**src/rtl/pipeline_hazard_ctrl_pkg.sv**
```systemverilog
// Purpose: shared constants and types for the pipeline stall/flush sequencer.
//   - FSM state encodings (RUN, MEM_WAIT, ERROR)
//   - REG_ZERO: the hard-wired zero register index, which never causes a RAW hazard
//   - default widths
//   - ctrl_t: the bundle of freeze/flush controls produced each cycle
package pipeline_hazard_ctrl_pkg;

  localparam int DEF_REG_ADDR_W = 5;
  localparam int DEF_CNT_W      = 8;
  localparam int STALL_W        = 16;
  localparam int REG_ZERO       = 0;

  localparam logic [1:0] ST_RUN      = 2'd0;
  localparam logic [1:0] ST_MEM_WAIT = 2'd1;
  localparam logic [1:0] ST_ERROR    = 2'd2;

  typedef struct packed {
    logic pc_freeze;
    logic if_freeze;
    logic if_flush;
    logic id_flush;
    logic pipe_freeze;
  } ctrl_t;

  // Whole-pipeline hold: PC, IF/ID and the back end all frozen, nothing flushed.
  localparam ctrl_t CTRL_FREEZE_ALL = 5'b11001;

endpackage

```
**src/rtl/pipeline_hazard_ctrl_if.sv**
```systemverilog
// Purpose: groups the stage-status inputs and control outputs of the hazard
// sequencer.
//   - slave modport: used by the sequencer. It reads the ID/EXE/MEM status
//     and drives the freeze/flush/debug outputs.
//   - master modport: used by the pipeline side, with the directions reversed.
interface pipeline_hazard_ctrl_if
  import pipeline_hazard_ctrl_pkg::*;
#(
  parameter int REG_ADDR_W = DEF_REG_ADDR_W
);
  logic                  id_valid;
  logic [REG_ADDR_W-1:0] id_src1;
  logic [REG_ADDR_W-1:0] id_src2;
  logic                  id_two_src;
  logic [REG_ADDR_W-1:0] exe_dest;
  logic                  exe_wb_en;
  logic                  exe_mem_r_en;
  logic                  exe_br_taken;
  logic [REG_ADDR_W-1:0] mem_dest;
  logic                  mem_wb_en;
  logic                  mem_stage_req;
  logic                  mem_ready;
  logic                  pc_freeze;
  logic                  if_freeze;
  logic                  if_flush;
  logic                  id_flush;
  logic                  pipe_freeze;
  logic                  mem_start;
  logic                  timeout_err;
  logic [STALL_W-1:0]    stall_cycles;
  logic [1:0]            state;

  modport slave (
    input  id_valid, id_src1, id_src2, id_two_src,
    input  exe_dest, exe_wb_en, exe_mem_r_en, exe_br_taken,
    input  mem_dest, mem_wb_en, mem_stage_req, mem_ready,
    output pc_freeze, if_freeze, if_flush, id_flush, pipe_freeze,
    output mem_start, timeout_err, stall_cycles, state
  );

  modport master (
    output id_valid, id_src1, id_src2, id_two_src,
    output exe_dest, exe_wb_en, exe_mem_r_en, exe_br_taken,
    output mem_dest, mem_wb_en, mem_stage_req, mem_ready,
    input  pc_freeze, if_freeze, if_flush, id_flush, pipe_freeze,
    input  mem_start, timeout_err, stall_cycles, state
  );
endinterface

```
**src/rtl/pipeline_hazard_ctrl_hazard_detect.sv**
```systemverilog
// Purpose: combinational RAW hazard check between the instruction in ID and
// the older instructions in EXE and MEM.
// Ports:
//   - inputs: ID source registers, plus EXE/MEM destination, write-back enable
//     and EXE load flag
//   - output: hazard
// FWD_EN:
//   - FWD_EN=1: forwarding covers every case except a load still in EXE, so
//     only that case raises hazard.
//   - FWD_EN=0: any pending write from EXE or MEM to a register that ID reads
//     raises hazard.
module hazard_detect
  import pipeline_hazard_ctrl_pkg::*;
#(
  parameter int REG_ADDR_W = DEF_REG_ADDR_W,
  parameter bit FWD_EN     = 1'b0
) (
  input  logic                  id_valid,
  input  logic [REG_ADDR_W-1:0] id_src1,
  input  logic [REG_ADDR_W-1:0] id_src2,
  input  logic                  id_two_src,
  input  logic [REG_ADDR_W-1:0] exe_dest,
  input  logic                  exe_wb_en,
  input  logic                  exe_mem_r_en,
  input  logic [REG_ADDR_W-1:0] mem_dest,
  input  logic                  mem_wb_en,
  output logic                  hazard
);
  // Index 0 = EXE, index 1 = MEM.
  logic [REG_ADDR_W-1:0] dest  [2];
  logic [1:0]            wb_en;
  logic [1:0]            hit;

  assign dest[0] = exe_dest;
  assign dest[1] = mem_dest;
  assign wb_en   = {mem_wb_en, exe_wb_en};

  for (genvar gi = 0; gi < 2; gi++) begin : g_stage_hit
    // Writes to the zero register are discarded, so they never conflict.
    assign hit[gi] = wb_en[gi] && (dest[gi] != REG_ADDR_W'(REG_ZERO)) &&
                     ((dest[gi] == id_src1) || (id_two_src && (dest[gi] == id_src2)));
  end

  assign hazard = FWD_EN ? (id_valid && exe_mem_r_en && hit[0])
                         : (id_valid && (hit[0] || hit[1]));
endmodule

```
**src/rtl/pipeline_hazard_ctrl.sv**
```systemverilog
// Purpose: central stall/flush sequencer for the 5-stage pipeline.
// Ports:
//   - clk: clock.
//   - rst: synchronous reset, active-low.
//   - bus: slave modport carrying the stage status in and the freeze/flush
//     controls, mem_start, timeout_err, stall_cycles and state out.
// Behaviour:
//   - In RUN, rule priority is: SRAM miss, then branch flush, then RAW stall.
//   - A multicycle SRAM access holds the whole pipe in MEM_WAIT.
//   - If the SRAM does not answer within MEM_TIMEOUT wait cycles, the FSM
//     parks in ERROR with the whole pipe frozen until reset.
module pipeline_hazard_ctrl
  import pipeline_hazard_ctrl_pkg::*;
#(
  parameter int REG_ADDR_W  = DEF_REG_ADDR_W,
  parameter bit FWD_EN      = 1'b0,
  parameter int MEM_TIMEOUT = 255,
  parameter int CNT_W       = DEF_CNT_W
) (
  input logic                  clk,
  input logic                  rst,
  pipeline_hazard_ctrl_if.slave bus
);
  logic [1:0]         state_q, state_d;
  logic [CNT_W-1:0]   wait_cnt_q, wait_cnt_d;
  logic [STALL_W-1:0] stall_q, stall_d;
  logic               timeout_err_q, timeout_err_d;
  logic               hazard;
  ctrl_t              flow_ctrl;  // branch/RAW response for the current inputs
  ctrl_t              ctrl;
  logic               mem_start_c;
  logic               any_freeze;

  hazard_detect #(
    .REG_ADDR_W (REG_ADDR_W),
    .FWD_EN     (FWD_EN)
  ) u_hazard_detect (
    .id_valid     (bus.id_valid),
    .id_src1      (bus.id_src1),
    .id_src2      (bus.id_src2),
    .id_two_src   (bus.id_two_src),
    .exe_dest     (bus.exe_dest),
    .exe_wb_en    (bus.exe_wb_en),
    .exe_mem_r_en (bus.exe_mem_r_en),
    .mem_dest     (bus.mem_dest),
    .mem_wb_en    (bus.mem_wb_en),
    .hazard       (hazard)
  );

  // A taken branch squashes the dependent instruction, so the flush wins and
  // no stall is needed.
  always_comb begin
    flow_ctrl = '0;
    if (bus.exe_br_taken) begin
      flow_ctrl.if_flush = 1'b1;
      flow_ctrl.id_flush = 1'b1;
    end else if (hazard) begin
      flow_ctrl.pc_freeze = 1'b1;
      flow_ctrl.if_freeze = 1'b1;
      flow_ctrl.id_flush  = 1'b1;
    end
  end

  always_comb begin
    ctrl          = '0;
    mem_start_c   = 1'b0;
    state_d       = state_q;
    wait_cnt_d    = wait_cnt_q;
    timeout_err_d = timeout_err_q;
    case (state_q)
      ST_RUN: begin
        if (bus.mem_stage_req && !bus.mem_ready) begin
          ctrl        = CTRL_FREEZE_ALL;
          mem_start_c = 1'b1;
          state_d     = ST_MEM_WAIT;
          wait_cnt_d  = CNT_W'(1);
        end else begin
          // A single-cycle access still pulses mem_start; the pipe keeps flowing.
          mem_start_c = bus.mem_stage_req;
          ctrl        = flow_ctrl;
        end
      end
      ST_MEM_WAIT: begin
        if (bus.mem_ready) begin
          // Freezes release on the ready cycle itself; any branch or RAW stall
          // held back during the wait takes effect now.
          ctrl       = flow_ctrl;
          state_d    = ST_RUN;
          wait_cnt_d = '0;
        end else begin
          ctrl = CTRL_FREEZE_ALL;
          if (wait_cnt_q == CNT_W'(MEM_TIMEOUT)) begin
            state_d       = ST_ERROR;
            timeout_err_d = 1'b1;
          end else begin
            wait_cnt_d = wait_cnt_q + CNT_W'(1);
          end
        end
      end
      ST_ERROR: ctrl = CTRL_FREEZE_ALL;
      default:  state_d = ST_RUN;
    endcase
    if (!rst) begin
      ctrl        = '0;
      mem_start_c = 1'b0;
    end
  end

  assign any_freeze = ctrl.pc_freeze || ctrl.if_freeze || ctrl.pipe_freeze;
  assign stall_d    = (any_freeze && (stall_q != {STALL_W{1'b1}})) ? stall_q + 16'd1 : stall_q;

  always_ff @(posedge clk) begin
    if (!rst) begin
      state_q       <= ST_RUN;
      wait_cnt_q    <= '0;
      stall_q       <= '0;
      timeout_err_q <= 1'b0;
    end else begin
      state_q       <= state_d;
      wait_cnt_q    <= wait_cnt_d;
      stall_q       <= stall_d;
      timeout_err_q <= timeout_err_d;
    end
  end

  assign bus.pc_freeze    = ctrl.pc_freeze;
  assign bus.if_freeze    = ctrl.if_freeze;
  assign bus.if_flush     = ctrl.if_flush;
  assign bus.id_flush     = ctrl.id_flush;
  assign bus.pipe_freeze  = ctrl.pipe_freeze;
  assign bus.mem_start    = mem_start_c;
  assign bus.timeout_err  = timeout_err_q && rst;
  assign bus.stall_cycles = stall_q;
  assign bus.state        = state_q;
endmodule

```
**src/flat_wrapper.sv**
```systemverilog
// flat-port wrapper written by rule: the top's interface ports become plain ports
module pipeline_hazard_ctrl_flat import pipeline_hazard_ctrl_pkg::*;
#(
  parameter int REG_ADDR_W  = DEF_REG_ADDR_W,
  parameter bit FWD_EN      = 1'b0,
  parameter int MEM_TIMEOUT = 255,
  parameter int CNT_W       = DEF_CNT_W
)
  (clk, rst, bus_id_valid, bus_id_src1, bus_id_src2, bus_id_two_src, bus_exe_dest, bus_exe_wb_en, bus_exe_mem_r_en, bus_exe_br_taken, bus_mem_dest, bus_mem_wb_en, bus_mem_stage_req, bus_mem_ready, bus_pc_freeze, bus_if_freeze, bus_if_flush, bus_id_flush, bus_pipe_freeze, bus_mem_start, bus_timeout_err, bus_stall_cycles, bus_state);
  pipeline_hazard_ctrl_if #(.REG_ADDR_W(REG_ADDR_W)) bus_i ();
  input logic clk;
  input logic rst;
  input wire logic [$bits(bus_i.id_valid)-1:0] bus_id_valid;
  input wire logic [$bits(bus_i.id_src1)-1:0] bus_id_src1;
  input wire logic [$bits(bus_i.id_src2)-1:0] bus_id_src2;
  input wire logic [$bits(bus_i.id_two_src)-1:0] bus_id_two_src;
  input wire logic [$bits(bus_i.exe_dest)-1:0] bus_exe_dest;
  input wire logic [$bits(bus_i.exe_wb_en)-1:0] bus_exe_wb_en;
  input wire logic [$bits(bus_i.exe_mem_r_en)-1:0] bus_exe_mem_r_en;
  input wire logic [$bits(bus_i.exe_br_taken)-1:0] bus_exe_br_taken;
  input wire logic [$bits(bus_i.mem_dest)-1:0] bus_mem_dest;
  input wire logic [$bits(bus_i.mem_wb_en)-1:0] bus_mem_wb_en;
  input wire logic [$bits(bus_i.mem_stage_req)-1:0] bus_mem_stage_req;
  input wire logic [$bits(bus_i.mem_ready)-1:0] bus_mem_ready;
  output wire logic [$bits(bus_i.pc_freeze)-1:0] bus_pc_freeze;
  output wire logic [$bits(bus_i.if_freeze)-1:0] bus_if_freeze;
  output wire logic [$bits(bus_i.if_flush)-1:0] bus_if_flush;
  output wire logic [$bits(bus_i.id_flush)-1:0] bus_id_flush;
  output wire logic [$bits(bus_i.pipe_freeze)-1:0] bus_pipe_freeze;
  output wire logic [$bits(bus_i.mem_start)-1:0] bus_mem_start;
  output wire logic [$bits(bus_i.timeout_err)-1:0] bus_timeout_err;
  output wire logic [$bits(bus_i.stall_cycles)-1:0] bus_stall_cycles;
  output wire logic [$bits(bus_i.state)-1:0] bus_state;
  assign bus_i.id_valid = bus_id_valid;
  assign bus_i.id_src1 = bus_id_src1;
  assign bus_i.id_src2 = bus_id_src2;
  assign bus_i.id_two_src = bus_id_two_src;
  assign bus_i.exe_dest = bus_exe_dest;
  assign bus_i.exe_wb_en = bus_exe_wb_en;
  assign bus_i.exe_mem_r_en = bus_exe_mem_r_en;
  assign bus_i.exe_br_taken = bus_exe_br_taken;
  assign bus_i.mem_dest = bus_mem_dest;
  assign bus_i.mem_wb_en = bus_mem_wb_en;
  assign bus_i.mem_stage_req = bus_mem_stage_req;
  assign bus_i.mem_ready = bus_mem_ready;
  assign bus_pc_freeze = bus_i.pc_freeze;
  assign bus_if_freeze = bus_i.if_freeze;
  assign bus_if_flush = bus_i.if_flush;
  assign bus_id_flush = bus_i.id_flush;
  assign bus_pipe_freeze = bus_i.pipe_freeze;
  assign bus_mem_start = bus_i.mem_start;
  assign bus_timeout_err = bus_i.timeout_err;
  assign bus_stall_cycles = bus_i.stall_cycles;
  assign bus_state = bus_i.state;
  pipeline_hazard_ctrl #(.REG_ADDR_W(REG_ADDR_W), .FWD_EN(FWD_EN), .MEM_TIMEOUT(MEM_TIMEOUT), .CNT_W(CNT_W)) u_core (.clk(clk), .rst(rst), .bus(bus_i));
endmodule
```
**config.mk**
```make
export PLATFORM = sky130hd
export DESIGN_NAME = pipeline_hazard_ctrl_flat
export DESIGN_NICKNAME = d
export VERILOG_FILES = /design/src/rtl/pipeline_hazard_ctrl_pkg.sv /design/src/rtl/pipeline_hazard_ctrl_if.sv /design/src/rtl/pipeline_hazard_ctrl_hazard_detect.sv /design/src/rtl/pipeline_hazard_ctrl.sv /design/src/flat_wrapper.sv
export SDC_FILE = /design/constraint.sdc
export NUM_CORES = 1
export LEC_CHECK = 0
export ABC_AREA = 1
export CAP_MARGIN = 20
export CORE_MARGIN = 5
export CORE_UTILIZATION = 58
export DETAILED_ROUTE_END_ITERATION = 8
export DONT_BUFFER_PORTS = 1
export PLACE_DENSITY = 0.72
export SETUP_SLACK_MARGIN = 0.3
export SYNTH_ARGS = -nofsm -noshare
export SYNTH_HDL_FRONTEND = slang
export SYNTH_SLANG_ARGS = --single-unit
```
**constraint.sdc**
```tcl
create_clock -name clk -period 2 [get_ports clk]
set_input_delay 0.2 -clock clk [delete_from_list [all_inputs] [get_ports clk]]
set_output_delay 0.2 -clock clk [all_outputs]
set_load 0.05 [all_outputs]
```
Yosys cells after proc, flatten, opt, wreduce, memory -nomap -nowiden
Cells that the tools add are included.
{"block": "word_totals", "elab_cells": 62, "input_bits": 30, "mem_bits_rw": 0, "regBits": 27, "rom_bits": 0, "out_inout_bits": 25, "n_memories": 0, "latch_bits": 0}
{"block": "op_classes", "n_addsub": 2, "reduce_logical": 23, "mux": 20, "eq_ne": 11, "bitwise": 2, "div": 0, "n_mul": 0, "n_lt_le_gt_ge": 0, "shifts": 0}
{"op": "8-bit 2-to-1 mux", "n": 3}
{"op": "5-bit equality test", "n": 4}
{"op": "16-bit by 1-bit adder with 16-bit output (second input constant)", "n": 1}
{"op": "16-bit != test (second input constant)", "n": 1}
{"op": "8-bit one-hot mux with 2 select lines", "n": 1}
{"op": "5-bit 2-to-1 mux", "n": 3}
{"op": "5-bit one-hot mux with 3 select lines", "n": 1}
{"op": "1-bit logical AND", "n": 10}
{"op": "2-bit 2-to-1 mux", "n": 5}
{"op": "5-bit nonzero test", "n": 2}
{"op": "3-bit AND reduction", "n": 3}
{"op": "8-bit by 1-bit adder with 8-bit output (second input constant)", "n": 1}
{"op": "8-bit equality test (second input constant)", "n": 1}
{"op": "1-bit 2-to-1 mux", "n": 6}
{"op": "2-bit one-hot mux with 3 select lines", "n": 1}
{"op": "1-bit logical OR", "n": 5}
{"op": "3-bit by 2-bit != test with 1-bit output (second input constant)", "n": 1}
{"op": "3-bit != test (second input constant)", "n": 1}
{"op": "2-bit by 1-bit equality test with 1-bit output (second input constant)", "n": 1}
{"op": "2-bit equality test (second input constant)", "n": 1}
{"op": "2-bit logical NOT", "n": 1}
{"op": "2-bit by 1-bit != test with 1-bit output (second input constant)", "n": 1}
{"op": "1-bit inverter", "n": 2}
{"op": "2-bit nonzero test", "n": 1}
{"op": "1-bit logical NOT", "n": 1}

Longest topological paths before layout
Gate-level depths: netlist of run 1.
{"block": "depth", "depth_word": 14, "ltp_mapped": 14, "ltp_nobuf": 14}

By module
A second synthesis of run 1 with hierarchy kept.
{"block": "unflattened", "hier_cells": 362, "area_unflattened_um2": 2092.0}
{"module": "pipeline_hazard_ctrl", "cells_per_inst": 262, "n_inst": 1, "area_per_inst_um2": 1686.6, "seq_area_each_um2": 540.5}
{"module": "hazard_detect", "cells_per_inst": 100, "n_inst": 1, "area_per_inst_um2": 405.4, "seq_area_each_um2": 0.0}

Worst setup path after synthesis of run 1
No wires, ideal clock.
{"block": "synth_timing", "path_kind": "flip-flop to output port", "startpoint": "register u_core.state_q[1], in the netlist u_core.bus.state[1]", "endpoint": "output bus_pc_freeze", "path_stages_with_launch": 6, "t_arrival_ns": 2.353, "n_path_buf": 2, "required_ns": 1.800, "path_slack_ns": -0.553, "path_cell_list": "dfxtp_1 -> a21oi_2 -> buf_2 -> inv_1 -> a21oi_1 -> buf_4"}
{"block": "synth_via", "elab_chain_len": 3, "word_cells_on_any_way": 5, "classes_between": "eq/ne: 2; mux: 2; reduce/logical: 1"}
{"element": "start, declared", "line": "pipeline_hazard_ctrl.sv:24", "text": "logic [1:0] state_q, state_d;"}
{"element": "start signal, assigned", "line": "pipeline_hazard_ctrl.sv:119", "text": "state_q <= state_d;"}
{"element": "2-bit equality test (tied with other cells)", "line": "pipeline_hazard_ctrl.sv:70", "text": "case (state_q)"}
{"element": "5-bit one-hot mux with 3 select lines *", "line": "pipeline_hazard_ctrl.sv:70"}
{"element": "5-bit 2-to-1 mux *", "line": "pipeline_hazard_ctrl.sv:103", "text": "if (!rst) begin"}
{"element": "end, declared", "line": "flat_wrapper.sv:25", "text": "output wire logic [$bits(bus_i.pc_freeze)-1:0] bus_pc_freeze;"}
Every way passes the cells marked *; elsewhere a longest branch is shown, timed or not.

Final worst setup path of run 1
{"block": "layout_timing", "startpoint": "register u_core.stall_q[1], in the netlist u_core.bus.stall_cycles[1]", "endpoint": "register u_core.stall_q[13], in the netlist u_core.bus.stall_cycles[13]"}
{"block": "layout_via", "elab_chain_len": 2, "word_cells_on_any_way": 3, "classes_between": "add/sub: 1; eq/ne: 1; reduce/logical: 1"}
{"element": "start, declared", "line": "pipeline_hazard_ctrl.sv:26", "text": "logic [STALL_W-1:0] stall_q, stall_d;"}
{"element": "start signal, assigned", "line": "pipeline_hazard_ctrl.sv:121", "text": "stall_q <= stall_d;"}
{"element": "parallel branches: the longest is 2 deep, another holds 16-bit by 1-bit adder with 16-bit output"}
Parallel ways; which one is timed is not known.
A chain may end at the register's enable or synchronous reset.

==> flow_summary.ini, run 1 <==
[timing]
hold_slack_ps = 13.3
setup_violations = 0
rsz0062_at_grt = true
fmax_mhz = 559
finalSetupTns_ps = 0
finalMaxSlewViolations = 0
finalCritPeriodShare = 0.894
post-route-min-period_ps = 1790
slew_headroom = 0.638
hold_viol = 0
skew_ps = 13.7
tightest_slew_ps = 541

[drt]
routed-wl-met3_um = 496
routed_wl_mm = 5.61
drc = 0
top_layer = met4
wl_per_cell_um = 13.8
ant_nets = 0
first_pass_iters = 4
wl_met2_mm = 2.77
first_iter_violations = 158
wl_met1_mm = 2.31
routed-via-count = 2150
vias_per_cell = 5.27

[grt]
grt_pass1_vias = 1869
grt-ovfl-total = 0
grt_first_pass_wirelength_mm = 8.25
antenna_found_initial = 0
grt_max_degree = 20
track_usage = 0.230

[finish]
fin_nets = 395
n_antenna_cell = 0
syn2layout_area_growth_pct = 34.6
final_cells = 408
drive_gt1_frac = 0.351
utilization = 0.800

[clock_network]
htreeDepth = 1
cts_made_buffers = 3
clockBufferDepth = 2
cts_root_buf = clkbuf_4
cts_tree = yes
clock_latency_ps = 320
path_clk_slew_ps = 140
cts_sinks = 27

[placement]
place_inst = 383
portBuffers = 0
dp_hpwl_mm = 3.71
place_congestion = 0.827

[hold_path]
hp-class = input pin to flip-flop
hp-start = rst

[worst_setup_path]
crit_fanout = 8
crit_start = u_core.bus.stall_cycles[1]
end_kind = flip-flop
critPathLaunchType = flip-flop
rr_startpoint = u_core.bus.stall_cycles[1]
worstPathRequired_ps = 2270
timing.rr.end = u_core.bus.stall_cycles[13]
r2r_slack_ps = 210
cp.arrival_ps = 2060
path_class = flip-flop to flip-flop
rr_worst_depth = 10
endpoint = u_core.bus.stall_cycles[13]

[die]
coreArea_um2 = 3310
top_level_ports = 55
start_util = 0.594
die_area_um2 = 4660
die_w_um = 68.3
std_cell_rows = 21
die_y_um = 68.3

[yosys]
yosysUniqueCellTypes = 29
yosys_warnings = 0
synthCells = 319
syn_area_per_cell_um2 = 6.17
synth_area_um2 = 1970
ys_seq_area_frac = 0.275
syn_nets = 351
ys_ff_latch = 27

[outcome]
status = complete, no violations

[pwr]
p_per_area_nw_per_um2 = 400
leakage_nw = 1.20
ir_drop_mv = 0.367

[run]
maxCapViolations = 0
==> synthesized netlist by cell type, drive strengths merged <==
master / instances / share of area
nand2: 102 / 0.20
inv: 45 / 0.086
nor2: 43 / 0.085
dfxtp: 27 / 0.27
nand4: 22 / 0.078
a21oi: 18 / 0.063
nand3: 14 / 0.042
o21ai: 9 / 0.023
xor2: 9 / 0.040
xnor2: 7 / 0.031
buf: 5 / 0.018
nor3: 5 / 0.013
nand3b: 3 / 0.011
clkbuf: 2 / 0.0038
ha: 2 / 0.013
nor4: 2 / 0.0064
a221oi: 1 / 0.0045
a32oi: 1 / 0.0045
nor3b: 1 / 0.0038
o211ai: 1 / 0.0038
==> metrics by stage <==
step	setup slack [ps]	area (um^2)	total power [W]
2_1_floorplan	119	2100	0.000743
3_3_place_gp	225	2310	0.000780
3_5_place_dp	207	2310	0.000781
4_1_cts	208	2480	0.00104
5_1_grt	110	2650	0.00111
6_report	212	2650	0.00106
==> how the worst min path moves through the flow <==
stage                                       to  cells after the start
global placement    u_core.bus.stall_cycles[0]                      2
detailed placement  u_core.bus.stall_cycles[1]                      2
CTS                       u_core.timeout_err_q                      2
global route              u_core.timeout_err_q                      2
finish                    u_core.timeout_err_q                      2
floorplan                  u_core.bus.state[0]                      3
==> cell type report <==
| cell class | instances | area [um^2] |
|---|---|---|
| well taps | 46 | 57.6 |
| fillers | 247 | 662 |
| flip-flops and latches | 27 | 583 |
| inverters | 45 | 169 |
| clock buffers | 4 | 26.3 |
| multi-input cells | 242 | 1450 |
| repair buffers | 44 | 360 |
==> per-layer routing <==
metal / vias to the layer above / track usage
met5: - / 0
met4: 0 / 0.0670
met3: 4 / 0.0411
met2: 79 / 0.384
met1: 949 / 0.302
li1: 1118 / -
==> power by group <==
group          switching [W]  internal [W]
clock               0.000154     0.0000781
combinational       0.000188     0.0000959
sequential        0.00000737      0.000536
total               0.000349      0.000710
==> registers in the layout (all words and copies together) (netlist names) <==
register / count
u_core.bus.stall_cycles: 16
u_core.bus.state: 2
u_core.timeout_err_q: 1
u_core.wait_cnt_q: 8
==> kinds of logic after synthesis <==
| kind of cell | share of synthesized area |
|---|---|
| AO/OA/AOI/OAI | 0.0985 |
| buffers and inverters | 0.107 |
| AND/OR/NAND/NOR | 0.435 |
| XOR/XNOR | 0.0712 |
| adder cells (fa/ha/maj) | 0.0127 |
| flip-flops | 0.275 |
==> cells in the final DEF, fill, tap and decap left out, types with 2 or more instances in the layout <==
| cell type | n |
|---|---|
| nand2_4 | 3 |
| nor2_4 | 6 |
| a21oi_4 | 3 |
| buf_4 | 38 |
| inv_2 | 13 |
| a21oi_2 | 9 |
| xor2_1 | 9 |
| nand3_1 | 11 |
| clkbuf_4 | 3 |
| nand3_4 | 3 |
| nand3b_1 | 3 |
| dfxtp_4 | 9 |
| nand2_2 | 14 |
| nand3_2 | 2 |
| nor3_1 | 4 |
| buf_6 | 4 |
| nand2_1 | 85 |
| a21oi_1 | 6 |
| nand4_1 | 21 |
| o21ai_0 | 7 |
| inv_1 | 32 |
| dfxtp_1 | 11 |
| xnor2_1 | 7 |
| nor2_1 | 31 |
| nor2_2 | 6 |
| dfxtp_2 | 7 |
==> critical path: stages, from the launching register on <==
cell,delay (ps)
dfxtp_4,400
ha_4,160
nand2_4,70
nor2_4,110
nand4_1,140
nor2_2,210
nand4_4,140
buf_6,150
nand3_4,160
nand2_1,80
a21oi_1,110
==> repair_timing <==
item,4_1_cts,5_1_grt
gates resized for setup,14,32
endpoints found under the setup margin,26,29
gates cloned,2,0
pin swaps,8,13
buffers inserted,10,8
hold buffers,1,0
hold endpoints to repair,4,0
No activity file was read; power rests on OpenSTA's default activity.
==> run 2: changes to the inputs <==
--- a/config.mk
+++ b/config.mk
@@ -8,10 +8,10 @@
 export ABC_AREA = 1
 export CAP_MARGIN = 20
 export CORE_MARGIN = 5
-export CORE_UTILIZATION = 58
+export CORE_UTILIZATION = 63
 export DETAILED_ROUTE_END_ITERATION = 8
 export DONT_BUFFER_PORTS = 1
-export PLACE_DENSITY = 0.72
+export PLACE_DENSITY = 0.77
 export SETUP_SLACK_MARGIN = 0.3
 export SYNTH_ARGS = -nofsm -noshare
 export SYNTH_HDL_FRONTEND = slang
==> flow_summary.ini, run 2 (synthesis results as in run 1) <==
[worst_setup_path]
cp.arrival_ps = 2150
end_kind = flip-flop
cp_top_family = simple AND/OR/NAND/NOR gates
path_class = flip-flop to flip-flop
worstPathRequired_ps = 2270
max_stage_delay_ps = 390
cp_num_buf_inv = 2
rr_startpoint = u_core.bus.stall_cycles[1]
critPathLaunchType = flip-flop
cp_cell_sequence = ha_4, nand2_4, nor2_4, nand4_1, nor2_4, buf_4, buf_6, nand4_4, nand4_1, nand2_1, nor2_2
r2r_slack_ps = 130
crit_fanout = 4
timing.rr.end = u_core.bus.stall_cycles[12]
rr_worst_depth = 11
crit_slowest_cell = dfxtp_4

[drt]
ant_nets = 0
wl_per_cell_um = 17.7
vias_per_cell = 6.01
routed-via-count = 2452
drc = 0
first_iter_violations = 235
first_pass_iters = 5
routed_wl_mm = 7.23

[pwr]
leakage_nw = 1.23
p_sw_w = 0.000381
p_per_area_nw_per_um2 = 403
ir_drop_mv = 0.330
p_int_w = 0.000716
seqPwrFrac = 0.496
p_sw_frac = 0.347
combPwrFrac = 0.278
clkPwrFrac = 0.227

[die]
start_util = 0.650
top_level_ports = 55
std_cell_rows = 20
coreArea_um2 = 3030
die_area_um2 = 4340
die_w_um = 65.9
die_y_um = 65.9

[clock_network]
cts_root_buf = clkbuf_4
path_clk_slew_ps = 150
cts_tree = yes
cts_made_buffers = 3
htreeDepth = 1
clock_latency_ps = 330
clockBufferDepth = 2
cts_sinks = 27

[timing]
tightest_slew_ps = 538
finalCritPeriodShare = 0.937
fmax_mhz = 534
hold_slack_ps = 63.5
finalMaxSlewViolations = 0
slew_headroom = 0.640
hold_viol = 0
finalSetupTns_ps = 0
skew_ps = 8.01
rsz0062_at_grt = true
setup_violations = 0
post-route-min-period_ps = 1870

[grt]
grt_pass1_vias = 2134
grt_max_degree = 20
grt-ovfl-total = 0
track_usage = 0.272
grt_first_pass_wirelength_mm = 9.35
antenna_found_initial = 0

[finish]
drive_gt1_frac = 0.365
stdcell_area_um2 = 2720
layout_commonest_cell = nand2_1
syn2layout_area_growth_pct = 38.4
n_antenna_cell = 0
fin_nets = 397
final_cell_mix = nand2_1, buf_4, inv_1, nor2_1, nand4_1
utilization = 0.900
largest_reg_flops = 16

[placement]
place_congestion = 0.880
dp_hpwl_mm = 3.72
portBuffers = 0
place_area_um2 = 2300

[hold_path]
hp-start = bus_mem_ready
min_to = u_core.wait_cnt_q[1]
hold_depth = 3
hp-class = input pin to flip-flop

[run]
maxCapViolations = 0

[outcome]
status = complete, no violations
-- run 2: changes by cell type in the layout (fill, tap and decap cells not counted), sizes merged --
cell,change
nand4,+1
buf,+1
-- run 2: metrics by stage --
stage | setup WS [ps] | total power [W] | cells
finish | 126 | 0.00110 | 408
global route | 15.5 | 0.00115 | 408
CTS | 248 | 0.00104 | 398
detailed placement | 198 | 0.000782 | 380
global placement | 236 | 0.000778 | 380
floorplan | 119 | 0.000743 | 319
-- run 2: area by class of cell --
cell class	instances	area, um^2
clock buffers	4	26.3
well taps	44	55.1
flip-flops and latches	27	587
repair buffers	45	384
fillers	136	304
multi-input cells	243	1500
inverters	45	171
-- run 2: repair_timing --
action,CTS,global route
gates resized for setup,22,38
endpoints found under the setup margin,25,29
setup buffers,10,10
hold buffers,1,0
pin swaps,9,15
cloned,3,0
endpoints found under the hold margin,4,0
-- run 2: how the worst max path moves through the flow --
stage	slack [ps]	depth (start not counted)	end	startpoint
after floorplan	120	7	bus_pc_freeze	rst
after global routing	20	10	u_core.bus.stall_cycles[12]	u_core.bus.stall_cycles[7]
final	130	11	u_core.bus.stall_cycles[12]	u_core.bus.stall_cycles[1]
after global placement	240	11	u_core.wait_cnt_q[4]	u_core.wait_cnt_q[0]
after CTS	250	7	bus_id_flush	u_core.bus.state[0]
after detailed placement	200	12	u_core.wait_cnt_q[7]	u_core.wait_cnt_q[0]
-- run 2: tightest hold or removal path: stages --
cell and delay, ps:
nor2_4 30, nand3_1 80, a21oi_1 60
-- run 2: metal layers --
metal  wire (um)  part of all wire  vias up  GRT usage
li1            -                 -     1120          -
met1        2670              0.37     1112      0.348
met2        3490              0.48      168      0.451
met3         671             0.093       52     0.0476
met4         398             0.055        0      0.104
met5           0                 0        -          0
-- run 2: power groups by stage --
stage                     sequential, W  combinational, W  clock [W]
after floorplan                0.000572          0.000170          0
after global placement         0.000555          0.000223          0
after detailed placement       0.000555          0.000227          0
after CTS                      0.000543          0.000264   0.000235
after global routing           0.000545          0.000324   0.000279
final                          0.000544          0.000305   0.000249
==> run 3: changes to the inputs <==
--- a/config.mk
+++ b/config.mk
@@ -8,10 +8,11 @@
 export ABC_AREA = 1
 export CAP_MARGIN = 20
 export CORE_MARGIN = 5
-export CORE_UTILIZATION = 63
+export CORE_UTILIZATION = 57
 export DETAILED_ROUTE_END_ITERATION = 8
 export DONT_BUFFER_PORTS = 1
-export PLACE_DENSITY = 0.77
+export MAX_ROUTING_LAYER = met4
+export PLACE_DENSITY = 0.79
 export SETUP_SLACK_MARGIN = 0.3
 export SYNTH_ARGS = -nofsm -noshare
 export SYNTH_HDL_FRONTEND = slang
==> constraint.sdc (replaced) <==
create_clock -name clk -period 1.58 [get_ports clk]
set_input_delay 0.158 -clock clk [delete_from_list [all_inputs] [get_ports clk]]
set_output_delay 0.158 -clock clk [all_outputs]
set_load 0.05 [all_outputs]
==> flow_summary.ini, run 3 (synthesis results as in run 1) <==
[hold_path]
hp-class = input pin to flip-flop

[placement]
post-place-ws_ps = -38.9
place_inst = 415
portBuffers = 0
place_congestion = 0.908
dp_hpwl_mm = 4.34

[worst_setup_path]
critPathLaunchType = flip-flop
cpMostUsedCell = nand2_1
cp_cell_sequence = ha_4, nand2_4, nor2_4, nand4_1, nor2_2, nand4_4, buf_6, nand3_4, nand2_1, nand2_1, nor2_1
cp.arrival_ps = 2110
crit_fanout = 8
crit_slowest_cell = dfxtp_4
path_class = flip-flop to flip-flop
end_kind = flip-flop
max_stage_delay_ps = 400
worstPathRequired_ps = 1860

[die]
std_cell_rows = 21
die_w_um = 68.8
start_util = 0.590
coreArea_um2 = 3340
die_area_um2 = 4730
die_y_um = 68.8
top_level_ports = 55

[drt]
first_iter_violations = 415
vias_per_cell = 6.25
routed_wl_mm = 8.32
wl_per_cell_um = 18.9
first_pass_iters = 8
routed-via-count = 2750
ant_nets = 0
drc = 0

[timing]
finalMaxSlewViolations = 0
fmax_mhz = 546
rsz0062_at_grt = true
tightest_slew_ps = 353
slew_headroom = 0.762
hold_viol = 0
skew_ps = 26.8
finalCritPeriodShare = 1.16
fin_ws_ps = -252
post-route-min-period_ps = 1830
setup_violations = 24

[finish]
utilization = 0.917
n_antenna_cell = 0
largest_reg_flops = 16
syn2layout_area_growth_pct = 55.4
final_cells = 440
final_cell_mix = nand2_1, buf_4, nor2_1, inv_1, nand4_1
drive_gt1_frac = 0.449
fin_nets = 427
layout_commonest_cell = nand2_1

[pwr]
p_per_area_nw_per_um2 = 486
power_w = 0.00149
leakage_nw = 1.41
ir_drop_mv = 0.398

[grt]
grt_first_pass_wirelength_mm = 10.1
grt_pass1_vias = 2334
antenna_found_initial = 0
grt-ovfl-total = 0
grt_max_degree = 19
track_usage = 0.293

[clock_network]
cts_root_buf = clkbuf_4
clock_latency_ps = 360
path_clk_slew_ps = 180
cts_tree = yes
htreeDepth = 1
clockBufferDepth = 2
cts_sinks = 27
cts_made_buffers = 3

[outcome]
status = finished, violations left
violations = setup timing

[run]
maxCapViolations = 0
-- run 3: cell type report --
type | instances | area (um^2)
Sequential cell | 27 | 586
Fill cell | 136 | 278
Multi-Input combinational cell | 242 | 1530
Clock buffer | 3 | 22.5
Timing Repair Buffer | 76 | 683
Inverter | 45 | 178
Clock inverter | 1 | 5.00
Tap cell | 46 | 57.6
-- run 3: layer usage --
metal / vias up / share of wire / track usage
li1: 1182 / - / -
met1: 1222 / 0.36 / 0.326
met2: 264 / 0.46 / 0.509
met3: 82 / 0.12 / 0.0567
met4: 0 / 0.066 / 0.127
met5: - / 0 / -
-- run 3: power by group --
part	switching (W)	internal, W
Combinational	0.000288	0.000179
Clock	0.000235	0.0000956
Sequential	0.0000104	0.000678
-- run 3: repair_timing --
action | in CTS | in global routing
endpoints found under the hold margin | 5 | 0
cloned | 2 | 0
pin swaps | 35 | 23
hold buffers | 1 | 0
endpoints found under the setup margin | 31 | 34
gates resized for setup | 26 | 29
setup buffers | 11 | 7
-- run 3: final timing paths --
check                                                start                         end  slack, ps  depth (start not counted)
worst min register to register        u_core.timeout_err_q        u_core.timeout_err_q        530                          2
worst max register to register  u_core.bus.stall_cycles[0]  u_core.bus.stall_cycles[1]       -250                         11
worst max-delay path            u_core.bus.stall_cycles[0]  u_core.bus.stall_cycles[1]       -250                         11
worst min-delay path                         bus_mem_ready        u_core.wait_cnt_q[0]         90                          3
-- run 3: metrics by stage --
step | hold slack (ps) | cell area, um^2 | setup TNS (ps)
3_5_place_dp | 281 | 2650 | -83.9
4_1_cts | 98.0 | 2910 | -991
2_1_floorplan | 341 | 2180 | -1840
5_1_grt | 109 | 3060 | -5380
3_3_place_gp | 275 | 2650 | 0
6_report | 90.6 | 3060 | -3990
-- run 3: critical path: cells and delay by family (launching register included) --
| kind | cells | cell delay [ps] |
|---|---|---|
| flops | 1 | 400 |
| buf+inv | 1 | 160 |
| simple gates | 9 | 1030 |
| fa+ha+maj | 1 | 150 |
